<file path="src/rtl/char_flusher_pkg.sv">
// Shared definitions for the character-cell flusher.
//   - Default cell and screen geometry
//   - Colour width used by the glyph and VGA colour buses
//   - Scan FSM state encoding
package char_flusher_pkg;

    localparam int COLOUR_W     = 6;
    localparam int CELL_W_DEF   = 10;
    localparam int CELL_H_DEF   = 10;
    localparam int SCREEN_W_DEF = 160;
    localparam int SCREEN_H_DEF = 120;

    typedef enum logic [1:0] {
        IDLE = 2'd0,
        SCAN = 2'd1,
        DONE = 2'd2
    } state_e;

endpackage

</file>
<file path="src/rtl/char_flusher_if.sv">
// Bus bundle between the text controller, the glyph LUT and the VGA adapter.
//   start/origin_*   : cell draw request from the controller
//   glyph_*          : combinational answer from the glyph module
//   flush_*          : position query to the glyph module
//   vga_*            : registered pixel write to the framebuffer adapter
//   busy/done        : scan status
// modport slave  : the flusher side
// modport master : the surrounding system (controller + glyph + adapter)
interface char_flusher_if;
    import char_flusher_pkg::*;

    logic                start;
    logic [7:0]          origin_x;
    logic [7:0]          origin_y;
    logic [COLOUR_W-1:0] glyph_colour;
    logic                glyph_enable;
    logic [7:0]          flush_x;
    logic [7:0]          flush_y;
    logic [7:0]          vga_x;
    logic [7:0]          vga_y;
    logic [COLOUR_W-1:0] vga_colour;
    logic                vga_plot;
    logic                busy;
    logic                done;

    modport slave (
        input  start, origin_x, origin_y, glyph_colour, glyph_enable,
        output flush_x, flush_y, vga_x, vga_y, vga_colour, vga_plot, busy, done
    );

    modport master (
        output start, origin_x, origin_y, glyph_colour, glyph_enable,
        input  flush_x, flush_y, vga_x, vga_y, vga_colour, vga_plot, busy, done
    );

endinterface

</file>
<file path="src/rtl/char_flusher.sv">
// Character-cell flusher: walks one CELL_W x CELL_H cell row-major, queries the
// glyph module at each absolute position and turns its answer into one
// registered VGA pixel write per visible lit (or background) pixel.
// Ports:
//   clk   : system clock
//   reset : synchronous active-high reset
//   bus   : char_flusher_if.slave (request, glyph query/answer, VGA write, status)
module char_flusher
    import char_flusher_pkg::*;
#(
    parameter int                  CELL_W    = CELL_W_DEF,
    parameter int                  CELL_H    = CELL_H_DEF,
    parameter int                  SCREEN_W  = SCREEN_W_DEF,
    parameter int                  SCREEN_H  = SCREEN_H_DEF,
    parameter bit                  DRAW_BG   = 1'b0,
    parameter logic [COLOUR_W-1:0] BG_COLOUR = '0
) (
    input  logic           clk,
    input  logic           reset,
    char_flusher_if.slave  bus
);

    localparam int DXW = (CELL_W > 1) ? $clog2(CELL_W) : 1;
    localparam int DYW = (CELL_H > 1) ? $clog2(CELL_H) : 1;

    state_e              state_q, state_d;
    logic [7:0]          ox_q, ox_d, oy_q, oy_d;
    logic [DXW-1:0]      dx_q, dx_d;
    logic [DYW-1:0]      dy_q, dy_d;
    // 9-bit absolute position: bit 8 is the carry out of origin+offset
    logic [8:0]          fx_q, fx_d, fy_q, fy_d;
    logic [7:0]          vga_x_q, vga_x_d, vga_y_q, vga_y_d;
    logic [COLOUR_W-1:0] vga_colour_q, vga_colour_d;
    logic                vga_plot_q, vga_plot_d;

    logic last_col, last_row, clip;

    assign last_col = (dx_q == DXW'(CELL_W - 1));
    assign last_row = (dy_q == DYW'(CELL_H - 1));
    // A carried sum is >= 256, so the 9-bit compare also covers wrap-around
    assign clip     = (fx_q >= 9'(SCREEN_W)) || (fy_q >= 9'(SCREEN_H));

    always_comb begin
        state_d      = state_q;
        ox_d         = ox_q;
        oy_d         = oy_q;
        dx_d         = dx_q;
        dy_d         = dy_q;
        fx_d         = fx_q;
        fy_d         = fy_q;
        vga_x_d      = vga_x_q;
        vga_y_d      = vga_y_q;
        vga_colour_d = vga_colour_q;
        vga_plot_d   = 1'b0;

        case (state_q)
            IDLE: begin
                if (bus.start) begin
                    state_d = SCAN;
                    ox_d    = bus.origin_x;
                    oy_d    = bus.origin_y;
                    dx_d    = '0;
                    dy_d    = '0;
                    fx_d    = {1'b0, bus.origin_x};
                    fy_d    = {1'b0, bus.origin_y};
                end
            end
            SCAN: begin
                // Capture the glyph answer for the position on flush_x/flush_y now
                vga_x_d      = fx_q[7:0];
                vga_y_d      = fy_q[7:0];
                vga_colour_d = (!bus.glyph_enable && DRAW_BG) ? BG_COLOUR : bus.glyph_colour;
                vga_plot_d   = (bus.glyph_enable | DRAW_BG) & ~clip;

                if (last_col) begin
                    dx_d = '0;
                    if (last_row) begin
                        dy_d    = '0;
                        state_d = DONE;
                    end else begin
                        dy_d = dy_q + DYW'(1);
                    end
                end else begin
                    dx_d = dx_q + DXW'(1);
                end

                // Position only advances while scanning continues, so the query
                // lines keep the last pixel's position once the cell is finished
                if (state_d == SCAN) begin
                    fx_d = 9'(ox_q) + 9'(dx_d);
                    fy_d = 9'(oy_q) + 9'(dy_d);
                end
            end
            DONE:    state_d = IDLE;
            default: state_d = IDLE;
        endcase
    end

    always_ff @(posedge clk) begin
        if (reset) begin
            state_q      <= IDLE;
            ox_q         <= '0;
            oy_q         <= '0;
            dx_q         <= '0;
            dy_q         <= '0;
            fx_q         <= '0;
            fy_q         <= '0;
            vga_x_q      <= '0;
            vga_y_q      <= '0;
            vga_colour_q <= '0;
            vga_plot_q   <= 1'b0;
        end else begin
            state_q      <= state_d;
            ox_q         <= ox_d;
            oy_q         <= oy_d;
            dx_q         <= dx_d;
            dy_q         <= dy_d;
            fx_q         <= fx_d;
            fy_q         <= fy_d;
            vga_x_q      <= vga_x_d;
            vga_y_q      <= vga_y_d;
            vga_colour_q <= vga_colour_d;
            vga_plot_q   <= vga_plot_d;
        end
    end

    assign bus.flush_x    = fx_q[7:0];
    assign bus.flush_y    = fy_q[7:0];
    assign bus.vga_x      = vga_x_q;
    assign bus.vga_y      = vga_y_q;
    assign bus.vga_colour = vga_colour_q;
    assign bus.vga_plot   = vga_plot_q;
    assign bus.busy       = (state_q == SCAN);
    assign bus.done       = (state_q == DONE);

endmodule

</file>
<file path="src/flat_wrapper.sv">
// flat-port wrapper written by rule: the top's interface ports become plain ports
module char_flusher_flat import char_flusher_pkg::*;
#(
    parameter int                  CELL_W    = CELL_W_DEF,
    parameter int                  CELL_H    = CELL_H_DEF,
    parameter int                  SCREEN_W  = SCREEN_W_DEF,
    parameter int                  SCREEN_H  = SCREEN_H_DEF,
    parameter bit                  DRAW_BG   = 1'b0,
    parameter logic [COLOUR_W-1:0] BG_COLOUR = '0
)
  (clk, reset, bus_start, bus_origin_x, bus_origin_y, bus_glyph_colour, bus_glyph_enable, bus_flush_x, bus_flush_y, bus_vga_x, bus_vga_y, bus_vga_colour, bus_vga_plot, bus_busy, bus_done);
  char_flusher_if bus_i ();
  input  logic clk;
  input  logic reset;
  input wire logic [$bits(bus_i.start)-1:0] bus_start;
  input wire logic [$bits(bus_i.origin_x)-1:0] bus_origin_x;
  input wire logic [$bits(bus_i.origin_y)-1:0] bus_origin_y;
  input wire logic [$bits(bus_i.glyph_colour)-1:0] bus_glyph_colour;
  input wire logic [$bits(bus_i.glyph_enable)-1:0] bus_glyph_enable;
  output wire logic [$bits(bus_i.flush_x)-1:0] bus_flush_x;
  output wire logic [$bits(bus_i.flush_y)-1:0] bus_flush_y;
  output wire logic [$bits(bus_i.vga_x)-1:0] bus_vga_x;
  output wire logic [$bits(bus_i.vga_y)-1:0] bus_vga_y;
  output wire logic [$bits(bus_i.vga_colour)-1:0] bus_vga_colour;
  output wire logic [$bits(bus_i.vga_plot)-1:0] bus_vga_plot;
  output wire logic [$bits(bus_i.busy)-1:0] bus_busy;
  output wire logic [$bits(bus_i.done)-1:0] bus_done;
  assign bus_i.start = bus_start;
  assign bus_i.origin_x = bus_origin_x;
  assign bus_i.origin_y = bus_origin_y;
  assign bus_i.glyph_colour = bus_glyph_colour;
  assign bus_i.glyph_enable = bus_glyph_enable;
  assign bus_flush_x = bus_i.flush_x;
  assign bus_flush_y = bus_i.flush_y;
  assign bus_vga_x = bus_i.vga_x;
  assign bus_vga_y = bus_i.vga_y;
  assign bus_vga_colour = bus_i.vga_colour;
  assign bus_vga_plot = bus_i.vga_plot;
  assign bus_busy = bus_i.busy;
  assign bus_done = bus_i.done;
  char_flusher #(.CELL_W(CELL_W), .CELL_H(CELL_H), .SCREEN_W(SCREEN_W), .SCREEN_H(SCREEN_H), .DRAW_BG(DRAW_BG), .BG_COLOUR(BG_COLOUR)) u_core (.clk(clk), .reset(reset), .bus(bus_i));
endmodule
</file>
<file path="config.mk">
export PLATFORM = sky130hd
export DESIGN_NAME = char_flusher_flat
export DESIGN_NICKNAME = d
export VERILOG_FILES = /design/src/rtl/char_flusher_pkg.sv /design/src/rtl/char_flusher_if.sv /design/src/rtl/char_flusher.sv /design/src/flat_wrapper.sv
export SDC_FILE = /design/constraint.sdc
export NUM_CORES = 1
export LEC_CHECK = 0
export BUFFER_PORTS_ARGS = -buffer_cell sky130_fd_sc_hd__clkbuf_2
export CORE_MARGIN = 3
export CORE_UTILIZATION = 50
export CTS_CLUSTER_DIAMETER = 100
export DETAILED_ROUTE_END_ITERATION = 8
export GPL_ROUTABILITY_DRIVEN = 0
export PLACE_DENSITY = 0.74
export SKIP_CTS_REPAIR_TIMING = 1
export SLEW_MARGIN = 20
export SYNTH_ARGS = -nofsm -noshare
export SYNTH_HDL_FRONTEND = slang
export SYNTH_SLANG_ARGS = --single-unit
</file>
<file path="constraint.sdc">
create_clock -name clk -period 3.6 [get_ports clk]
set_clock_uncertainty 0.1 [all_clocks]
set_input_delay 0.54 -clock clk [delete_from_list [all_inputs] [get_ports clk]]
set_output_delay 0.54 -clock clk [all_outputs]
set_load 0.03 [all_outputs]
</file>
==> metrics.txt <==
fin crit period 2920 ps; FMAX 0.343 GHz; starting density of the core 0.529; vias per cell 5.49; Hold Path Stages 3; R2R Path Start u_core.dx_q[0]$_SDFFE_PP0P_; initial antenna violation count 0; synth top area cells dfxtp_1 42%, nand2_1 12%, a21oi_1 8.6%, buf_4 4.2%, ha_1 3.9%; critical path's top delay family compound AO/OA/AOI/OAI gates; Final HPWL DP 5.32 mm; Reg2Reg Depth 10; CTS Buf Count 9; Hold Startpoint bus_glyph_colour[2]; most numerous cell in the Yosys netlist nand2_1; Post-Layout Cell Count 522; critical path launch point u_core.dx_q[0]$_SDFFE_PP0P_; vias in the first global route 2607; maximum vdd ir drop 0.251 mV; die area 7410 sq um; CTS HTree Levels 3; setup violators final 0; synth unique cells 53; CP Data Arrival Time 3080 ps; count of state elements after synthesis 67; nets 480; Commonest cells post-synth 104 x nand2_1, 67 x dfxtp_1, 55 x a21oi_1; clock latency at the later pin of the worst-skew pair 350 ps; Worst Tran Pin Value 748 ps; top cell type by total area after synthesis dfxtp_1; most common flop cell mapped by yosys dfxtp_1; Core ar. 6060 sq um; Pwr Density 498 nW/um^2; data required time of the worst path 3770 ps; Final Max Slew Viols 0; share of the synthesized area in the top cell type 0.418; WS Path Type reg2reg; outcome finished clean; Die Width 86.1 um; FFs w/ async S/R, synth 0; number of synthesized flops with an enable pin 0; GRT overflow 0; area grow syn2layout 14.4%; cell area after synthesis 3210 sq um; Worst path slowest cell dfxtp_1; number of synthesis warnings 0; crit-path cells and4bb_4 > nand2_1 > o21ai_0 > ha_1 > fa_1 > a21o_1 > a21oi_1 > or3_1 > a311o_1 > a21oi_1; final antenna-violating net count 0; first-pass iteration count of the detailed router 4; setup TNS 0 ps; HP Class in2reg; Worst Path Buf+Inv 0; via count 2866; Crit. End Element register; FP Rows 28; Syn Area/Cell 8.02 sq um; CTS Buffer Depth 2; DR DRC count 0; GR Util All Layers 0.215; P_leak 1.54 nW; share of layout cells above drive strength 1 0.201; Initial DRC Count 188; CTS tree yes; max_cap viols 0; Critical Path Max Stage Delay 450 ps; first-pass GRT wire length 12.5 mm; Port Buffers 66; Fin. Hold Viols 0; root buf cell clkbuf_8; cell mode on critical path a21oi_1; RSZ-0062 raised after global routing no; startpoint types register; placed cells 506; largest net degree at the start of global routing 42; Mapped Nets 438; DIE HEIGHT 86.1 um; CP max FO 8; drt total wl 7.52 mm; Syn Inst Count 400; number of I/O pins 67; routed len/inst 14.4 um; Max-slew headroom 0.500; Hold WS 304 ps; sequential-to-total area share from yosys stat 0.418; Period Utilization, post-route 0.810; CTS Sinks 67; antenna fix cells 0; Clock transition at path regs 80 ps; critical path depth 10
## metrics by stage
stage          total power [mW]  setup slack (ps)   util  area, sq um
5_1_grt                    1.91               412  0.605         3670
3_5_place_dp               1.12               733  0.567         3440
2_1_floorplan              1.06               989      -         3210
4_1_cts                    1.84               692  0.605         3670
6_report                   1.83               684  0.605         3670
3_3_place_gp               1.11               882  0.567         3440
## per-layer routing
layer	wire length [um]	track usage
met2	3480	0.336
met4	127	0.105
met5	0	0
met1	3420	0.287
met3	493	0.0375
## flip-flops by register name, indices dropped and copies added (netlist names)
signal	count
u_core.bus.vga_plot	1
u_core.fx_q	9
u_core.ox_q	8
u_core.bus.vga_colour	6
u_core.bus.vga_x	8
u_core.dx_q	4
u_core.fy_q	9
u_core.oy_q	8
u_core.dy_q	4
u_core.state_q	2
u_core.bus.vga_y	8
## area by class of cell
cell class | instances | area, sq um
fillers | 539 | 2390
multi-input cells | 287 | 1620
flip-flops and latches | 67 | 1340
repair buffers | 70 | 360
clock buffers | 10 | 138
clock inverters | 6 | 95.1
well taps | 75 | 93.8
inverters | 7 | 26.3
## cells in the final DEF (no fill, tap or decap), drive strengths merged, types with 3 or more instances in the layout
master	n
nand2	104
clkbuf	76
dfxtp	67
a21oi	56
nor2	21
o21ai	10
ha	10
inv	9
a22o	7
nor3	7
a211oi	7
nand3	6
nor2b	4
and3	4
a311oi	4
buf	4
xnor2	3
## kinds of logic (layout without fill, tap and decap cells)
family                   after synthesis  in the layout  share of synthesized area
AO/OA/AOI/OAI                        102            102                      0.199
XOR/XNOR                               5              5                     0.0137
flip-flops                            67             67                      0.418
adder cells (fa/ha/maj)               12             12                     0.0515
AND/OR/NAND/NOR                      165            165                      0.229
multiplexers                           3              3                    0.00975
buffers and inverters                 46             93                     0.0784
## tightest hold or removal path, stage by stage
cell      delay (ps)
clkbuf_2          80
nand2_1           50
a21oi_1           50
## where the power goes
group	leakage (nW)	switching, mW	internal, mW
clock	0.118	0.311	0.417
combinational	0.872	0.191	0.0865
sequential	0.548	0.0361	0.784
total	1.54	0.538	1.29
## final timing paths
check | endpoint | slack [ps]
setup reg to reg | u_core.fy_q[6]$_SDFFE_PP0P_ | 680
setup / recovery | u_core.fy_q[6]$_SDFFE_PP0P_ | 680
hold reg to reg | u_core.bus.vga_x[4]$_SDFFE_PP0P_ | 350
hold / removal | u_core.bus.vga_colour[2]$_SDFFE_PP0P_ | 300
Power figures use the tool's default switching activity.
